--- src/rtl/piso_pkg.sv ---
// Shared types and line-level constants for the PISO serial transmitter family.
package piso_pkg;

  typedef enum logic [2:0] {
    IDLE   = 3'd0,
    START  = 3'd1,
    DATA   = 3'd2,
    PARITY = 3'd3,
    STOP   = 3'd4
  } tx_state_e;

  localparam logic TX_IDLE  = 1'b1;
  localparam logic TX_START = 1'b0;

  // Divider width; a 1-cycle bit still needs a 1-bit counter.
  function automatic int div_w(input int n);
    return (n > 1) ? $clog2(n) : 1;
  endfunction

endpackage

--- src/rtl/piso_shift_core.sv ---
// WIDTH-bit parallel-load, enable-gated right shifter; zero fill, async reset.
module piso_shift_core #(
  parameter int WIDTH = 4
) (
  input  logic             clk,
  input  logic             reset,
  input  logic             load,
  input  logic             shift_en,
  input  logic [WIDTH-1:0] d,
  output logic             q0
);

  logic [WIDTH-1:0] sr;

  always_ff @(posedge clk or posedge reset) begin
    if (reset)         sr <= '0;
    else if (load)     sr <= d;
    else if (shift_en) sr <= sr >> 1;
  end

  assign q0 = sr[0];

endmodule

--- src/rtl/piso_tx_ctrl.sv ---
// Serial frame transmitter: start, LSB-first data, optional even parity, stop.
// Optional parity bit is built in when PISO_TX_CTRL_PARITY_EN is defined.
module piso_tx_ctrl
  import piso_pkg::*;
#(
  parameter int WIDTH   = 4,
  parameter int BIT_DIV = 2
) (
  input  logic             clk,
  input  logic             reset,
  input  logic [WIDTH-1:0] data_in,
  input  logic             data_valid,
  output logic             data_ready,
  output logic             tx,
  output logic             busy,
  output logic             done
);

  localparam int DW = div_w(BIT_DIV);
  localparam int CW = $clog2(WIDTH + 1);

  tx_state_e       state, state_d;
  logic [DW-1:0]   div, div_d;
  logic [CW-1:0]   cnt, cnt_d;
  logic            tx_d, done_d;
  logic            load, shift_en, q0, bit_end;

  piso_shift_core #(.WIDTH(WIDTH)) u_core (
    .clk      (clk),
    .reset    (reset),
    .load     (load),
    .shift_en (shift_en),
    .d        (data_in),
    .q0       (q0)
  );

`ifdef PISO_TX_CTRL_PARITY_EN
  logic par;
  always_ff @(posedge clk or posedge reset) begin
    if (reset)     par <= 1'b0;
    else if (load) par <= ^data_in;
  end
`endif

  assign bit_end = (div == DW'(BIT_DIV - 1));

  // tx is registered from the next-state view, so the core shifts on the same
  // edge that tx takes a data bit: q0 always holds the next bit to send.
  always_comb begin
    state_d  = state;
    div_d    = div + DW'(1);
    cnt_d    = cnt;
    load     = 1'b0;
    shift_en = 1'b0;
    tx_d     = tx;
    case (state)
      IDLE: begin
        div_d = '0;
        tx_d  = TX_IDLE;
        if (data_valid && data_ready) begin
          load    = 1'b1;
          state_d = START;
          tx_d    = TX_START;
        end
      end
      START: if (bit_end) begin
        state_d  = DATA;
        div_d    = '0;
        cnt_d    = '0;
        tx_d     = q0;
        shift_en = 1'b1;
      end
      DATA: if (bit_end) begin
        div_d = '0;
        cnt_d = cnt + CW'(1);
        if (cnt == CW'(WIDTH - 1)) begin
`ifdef PISO_TX_CTRL_PARITY_EN
          state_d = PARITY;
          tx_d    = par;
`else
          state_d = STOP;
          tx_d    = TX_IDLE;
`endif
        end else begin
          tx_d     = q0;
          shift_en = 1'b1;
        end
      end
`ifdef PISO_TX_CTRL_PARITY_EN
      PARITY: if (bit_end) begin
        state_d = STOP;
        div_d   = '0;
        tx_d    = TX_IDLE;
      end
`endif
      STOP: if (bit_end) begin
        state_d = IDLE;
        div_d   = '0;
        tx_d    = TX_IDLE;
      end
      default: begin
        state_d = IDLE;
        div_d   = '0;
        tx_d    = TX_IDLE;
      end
    endcase
    done_d = (state_d == STOP) && (div_d == DW'(BIT_DIV - 1));
  end

  always_ff @(posedge clk or posedge reset) begin
    if (reset) begin
      state      <= IDLE;
      div        <= '0;
      cnt        <= '0;
      tx         <= TX_IDLE;
      data_ready <= 1'b1;
      busy       <= 1'b0;
      done       <= 1'b0;
    end else begin
      state      <= state_d;
      div        <= div_d;
      cnt        <= cnt_d;
      tx         <= tx_d;
      data_ready <= (state_d == IDLE);
      busy       <= (state_d != IDLE);
      done       <= done_d;
    end
  end

endmodule
--- config.mk ---
export PLATFORM = sky130hd
export DESIGN_NAME = piso_tx_ctrl
export DESIGN_NICKNAME = d
export VERILOG_FILES = /design/src/rtl/piso_pkg.sv /design/src/rtl/piso_shift_core.sv /design/src/rtl/piso_tx_ctrl.sv
export SDC_FILE = /design/constraint.sdc
export NUM_CORES = 1
export LEC_CHECK = 0
export ABC_CLOCK_PERIOD_IN_PS = 1950
export BUFFER_PORTS_ARGS = -buffer_cell sky130_fd_sc_hd__buf_4
export CAP_MARGIN = 0
export CORE_ASPECT_RATIO = 2
export CORE_MARGIN = 2
export CORE_UTILIZATION = 25
export CTS_CLUSTER_SIZE = 24
export DETAILED_ROUTE_END_ITERATION = 8
export HOLD_SLACK_MARGIN = 0.12
export PLACE_DENSITY = 0.37
export SYNTH_ARGS = -nofsm -noshare
export SYNTH_HDL_FRONTEND = slang
export SYNTH_HIERARCHICAL = 1
export SYNTH_SLANG_ARGS = --single-unit
--- constraint.sdc ---
create_clock -name clk -period 1.95 [get_ports clk]
set_input_delay 0.0975 -clock clk [delete_from_list [all_inputs] [get_ports clk]]
set_output_delay 0.0975 -clock clk [all_outputs]
set_load 0.05 [all_outputs]
# Word-level counts from Yosys, hierarchy flattened
# Index checks and enable logic that the tools add are counted.
[word_totals]
register_bits = 15
latch_bits = 0
mem_bits_rw = 0
rom_bits = 0
inputBits = 7
output_inout_bits = 4
wordCells = 53
memories = 0
[op_classes]
add_sub_neg = 2
multipliers = 0
div_mod_pow = 0
n_lt_le_gt_ge = 0
n_eq_ne = 8
shifts = 0
n_mux = 25
bitwise_logic = 0
reduce_logical = 10
[ops]
columns = ["operator", "n"]
rows = [
  ["two-way mux 3 bit", 7],
  ["two-way mux 1 bit", 12],
  ["case mux 3 bit (4 select lines)", 1],
  ["two-way mux 4 bit", 2],
  ["== test 3 x 2 -> 1 bit (second input constant)", 2],
  ["== test 3 bit (second input constant)", 2],
  ["logical NOT 3 bit", 2],
  ["inequality test 2 bit (second input constant)", 3],
  ["case mux 3 bit (2 select lines)", 1],
  ["AND reduction 3 bit", 2],
  ["case mux 1 bit (4 select lines)", 1],
  ["nonzero test 2 bit", 2],
  ["adder 3 x 1 -> 3 bit (second input constant)", 1],
  ["== test 3 x 1 -> 1 bit (second input constant)", 1],
  ["nonzero test 3 bit", 1],
  ["OR reduction 3 bit", 1],
  ["logical AND 1 bit", 2],
  ["case mux 1 bit (2 select lines)", 1],
  ["adder 1 bit (second input constant)", 1],
]

# Longest topological paths before layout
[depth]
ltp_word = 6
mapped_depth = 7
mapped_depth_nobuf = 7

# Hierarchy
# The synthesis kept the hierarchy.
[modules_own_cells]
columns = ["module", "n_inst", "cells_per_inst", "area_each_um2", "seq_area_each_um2"]
rows = [
  ["piso_tx_ctrl", 1, 63, 586.8, 277.8],
  ["piso_shift_core", 1, 17, 175.2, 100.1],
]

# Least setup slack after synthesis
# No wires, ideal clock.
[synth_timing]
path_kind = "register -> register"
start = "register data_ready"
end = "register u_core.sr[3]"
setup_ns = 0.137
arrival_time_ns = 1.535
required_time_ns = 1.813
setup_slack_ns = 0.278
path_stages_with_launch = 6
n_path_buf = 0
synth_period_minus_slack_ns = 1.672
path_cell_list = "dfstp_2 nand2_1 or4_1 inv_1 nand2b_1 o21ai_0"
[synth_via]
elab_chain_len = 4
elab_cells_between_ends = 5
cone_classes = "mux: 3; reduce/logical: 2"
[synth_rtl]
columns = ["element", "line_no", "text"]
rows = [
  ["start, declared", "piso_tx_ctrl.sv:13", "output logic data_ready,"],
  ["start signal, assigned", "piso_tx_ctrl.sv:124", "data_ready <= (state_d == IDLE);"],
  ["logical AND 1 bit (*)", "piso_tx_ctrl.sv:60", "if (data_valid && data_ready) begin"],
  ["two-way mux 1 bit (*)", "piso_tx_ctrl.sv:60", ""],
  ["two-way mux 1 bit (*)", "piso_tx_ctrl.sv:56", "case (state)"],
  ["net load", "piso_tx_ctrl.sv:26", "logic load, shift_en, q0, bit_end;"],
  ["two-way mux 4 bit / nonzero test 2 bit (equally long branches)", "--", ""],
  ["end signal, assigned", "piso_shift_core.sv:18", "else if (shift_en) sr <= sr >> 1;"],
  ["end, declared", "piso_shift_core.sv:13", "logic [WIDTH-1:0] sr;"],
]
# The timed path passes the listed nets; every way through them passes the cells marked *.
# A chain may end at the register's enable or synchronous reset.

# Worst setup path after layout
[layout_timing]
start = "register cnt[0]"
end = "register u_core.sr[0]"
[layout_via]
elab_chain_len = 5
[layout_rtl]
columns = ["element", "line_no", "text"]
rows = [
  ["start, declared", "piso_tx_ctrl.sv:24", "logic [CW-1:0] cnt, cnt_d;"],
  ["start signal, assigned", "piso_tx_ctrl.sv:122", "cnt <= cnt_d;"],
  ["== test 3 x 2 -> 1 bit", "piso_tx_ctrl.sv:76", "if (cnt == CW'(WIDTH - 1)) begin"],
  ["two-way mux 1 bit", "piso_tx_ctrl.sv:76", ""],
  ["two-way mux 1 bit", "piso_tx_ctrl.sv:73", "DATA: if (bit_end) begin"],
  ["case mux 1 bit (2 select lines)", "piso_tx_ctrl.sv:56", ""],
  ["net shift_en", "piso_tx_ctrl.sv:26", ""],
  ["nonzero test 2 bit (no line)", "--", ""],
]
# The timed path passes the listed nets, and every way through them passes these cells.

==> flow_summary.yaml <==
synthesis:
  synth.distinct_cells: 26
  syn_area_sq_um: 762.0
  syn_nets: 89
  synthCells: 80
  synth-seq-area-share_pct: 49.59
  syn_area_per_cell_sq_um: 9.525
  yosysWarnings: 6
  synth_seq_cells: 15
critical_path:
  worstReg2RegEnd: "u_core/sr[0]"
  cp.required_ns: 2.09
  critPathSlowestCell: "dfrtp_1"
  crit_path_max_incr_delay_ns: 0.41
  arrival_ns: 1.86
  crit_type: "reg -> reg"
  r2r-start: "cnt[0]"
  crit_fanout: 4
  cp-start-kind: "register"
  rr_worst_depth: 7
  end_kind: "register"
  cp_cell_sequence: "ha_1 > ha_1 > nor2_1 > a21oi_1 > nor2_1 > mux2i_1 > o21ai_1"
  ff2ff_setup_slack_ns: 0.22
layout:
  drive_gt1_share_pct: 21.21
  regArea_sq_um: 377.9
  final_nets: 109
  nFillCells: 335
  multi_input_area_sq_um: 350.3
  antennaDiodeCount: 0
  stdcell_count: 129
  syn2layout_area_growth_pct: 28.24
floorplanning:
  core-area_sq_um: 2943
  dieArea_sq_um: 3532
  die_x_um: 43.04
  pin_count: 11
  die_h_um: 82.08
  num_rows: 28
  start_util_pct: 25.89
clock_tree:
  post_cts_buffers: 0
  cts_buffers: 3
  numClockSinks: 15
  clk_latency_ns: 0.25
  tritoncts: "built"
  clk_pin_slew_ns: 0.06
  clock_path_buffers: 2
  root_buffer: "clkbuf_8"
  htreeDepth: 1
  cts_resized: 0
grt:
  antenna_found_initial: 0
  grt_pass1_wl_um: 3167
  grt_use_total_pct: 12.59
  gr-total-overflow: 0
  grt_pass1_vias: 696
  grt_max_degree: 15
detailed_routing:
  num_vias: 626
  m1WireLength_um: 671
  drt-total-wl_um: 1830
  met2WireLength_um: 1050
  drc: 0
  drtPass1Iterations: 4
  dr_wl_met3_um: 31
  drt_iter0_drc: 9
  wire_per_inst_um: 14.19
  top_layer_used: "met4"
  ant_nets: 0
  avgViaCountPerCell: 4.853
timing:
  slew_violations: 0
  worst_pin_slew_ns: 0.4348
  finalCriticalPeriod_ns: 1.727
  final.setup.worst_slack_ns: 0.2233
  hold_viol: 0
  fin_crit_sh_pct: 88.55
  fin_worst_skew_ns: 0.003050
  final-setup-viol-count: 0
  grt_setup_unrepaired: "no"
  fin_tns_setup_ns: 0
  max_freq_ghz: 0.5791
  slew_headroom_pct: 70.98
power_and_ir_drop:
  power_leakage_nw: 0.4543
  power_density_nw_per_um2: 1490
  ir_drop_mv: 0.5785
hold_path:
  min_from: "data_valid"
  hold-path-endpoint: "state[0]"
  whs_path_depth: 4
  hp-class: "in -> reg"
place:
  dp_cells: 120
  dp_slack_ns: 0.1893
  io_buffer_count: 10
  place_congestion: 0.8056
  hpwl_um: 1443
run_status:
  status: "completed"
run:
  maxCapViolCount: 0
timing repair:
action | CTS | global route
endpoints found under the setup margin | 0 | 0
hold buffers | 5 | 0
hold endpoints to repair | 17 | 0
Yosys cell counts:
| master | count | area (sq um) |
|---|---|---|
| a21oi_1 | 5 | 25.02 |
| a22o_1 | 3 | 26.28 |
| a22oi_1 | 1 | 7.510 |
| buf_2 | 3 | 15.01 |
| dfrtp_1 | 13 | 325.3 |
| dfstp_2 | 2 | 52.55 |
| ha_1 | 2 | 25.02 |
| inv_1 | 5 | 18.77 |
| mux2_4 | 1 | 15.01 |
| mux2i_1 | 4 | 40.04 |
| nand2_1 | 9 | 33.78 |
| nand2b_1 | 4 | 25.02 |
| nand2b_2 | 1 | 8.760 |
| nor2_1 | 9 | 33.78 |
| nor2b_1 | 1 | 6.260 |
| nor3_1 | 2 | 10.01 |
| nor4_1 | 1 | 6.260 |
| o21a_1 | 1 | 7.510 |
| o21ai_0 | 3 | 15.01 |
| o21ai_1 | 4 | 20.02 |
| o21ba_1 | 1 | 10.01 |
| o21bai_1 | 1 | 7.510 |
| o31ai_1 | 1 | 7.510 |
| or2_2 | 1 | 6.260 |
| or3_1 | 1 | 6.260 |
| or4_1 | 1 | 7.510 |
state kept, by name, indices dropped and copies added, names as in the netlist:
signal	count
u_core/sr	4
cnt	3
tx	1
bit_end	1
done	1
state	3
data_ready	1
busy	1
layout by cell type, fill, tap and decap left out, types with 4 or more instances in the layout:
cell type	n
a21oi_1	5
nor2_1	9
buf_4	13
o21ai_1	4
nand2_1	9
dfrtp_1	13
mux2i_1	4
inv_1	5
dlygate4sd3_1	5
nand2b_1	4
area by class of cell:
cell class                      count  area share [%]
Clock buffer                        4           4.609
Inverter                            5           1.921
Multi-Input combinational cell     57           35.85
Sequential cell                    15           38.67
Tap cell                           30           3.841
Timing Repair Buffer               18           15.11
worst max path at each step:
stage               start           end  slack (ns)  depth (start not counted)
3_3_place_gp       cnt[0]  u_core/sr[1]        0.25                          7
3_5_place_dp       cnt[0]  u_core/sr[2]        0.19                          7
5_1_grt            cnt[0]  u_core/sr[2]       0.007                          7
4_1_cts            cnt[0]  u_core/sr[1]        0.19                          7
6_report           cnt[0]  u_core/sr[0]        0.22                          7
2_1_floorplan  data_ready  u_core/sr[3]        0.28                          5
stage by stage:
| step | util [%] | hold slack [ns] | total power [mW] | instance area (sq um) |
|---|---|---|---|---|
| floorplan | - | -0.1364 | 1.016 | 762.0 |
| global placement | 29.97 | 0.01063 | 1.217 | 882.1 |
| detailed placement | 29.97 | 0.01599 | 1.212 | 882.1 |
| CTS | 33.21 | 0.2944 | 1.477 | 977.2 |
| global route | 33.21 | 0.3043 | 1.580 | 977.2 |
| finish | 33.21 | 0.2844 | 1.456 | 977.2 |
kinds of logic (layout without fill, tap and decap cells):
| family | after synthesis | count (layout) | synth area share (%) |
|---|---|---|---|
| and+or+nand+nor | 30 | 30 | 18.88 |
| AOI/OAI and AO/OA | 20 | 20 | 16.59 |
| DFF | 15 | 15 | 49.59 |
| buffers and inverters | 8 | 27 | 4.433 |
| muxes | 5 | 5 | 7.225 |
| adders and majority gates | 2 | 2 | 3.284 |
critical path, delay by kind of cell (launching register included):
kind | cells | cell delay, ns
adder cells (fa/ha/maj) | 2 | 0.42
AND/OR/NAND/NOR | 2 | 0.41
flip-flops | 1 | 0.41
multiplexers | 1 | 0.24
AO/OA/AOI/OAI | 2 | 0.15
where the power goes:
part	internal (mW)	total (mW)	switching, mW	leakage, nW
clock network	0.145	0.254	0.109	0.0228
logic	0.283	0.658	0.376	0.242
registers	0.441	0.543	0.103	0.190
total	0.868	1.46	0.587	0.454
routing by layer:
metal  global-route usage [%]  vias to the layer above
li1                         -                      312
met1                    11.84                      296
met2                    23.79                       11
met3                    1.978                        7
met4                    8.788                        0
met5                        0                        -
(Power assumes the default switching activity.)
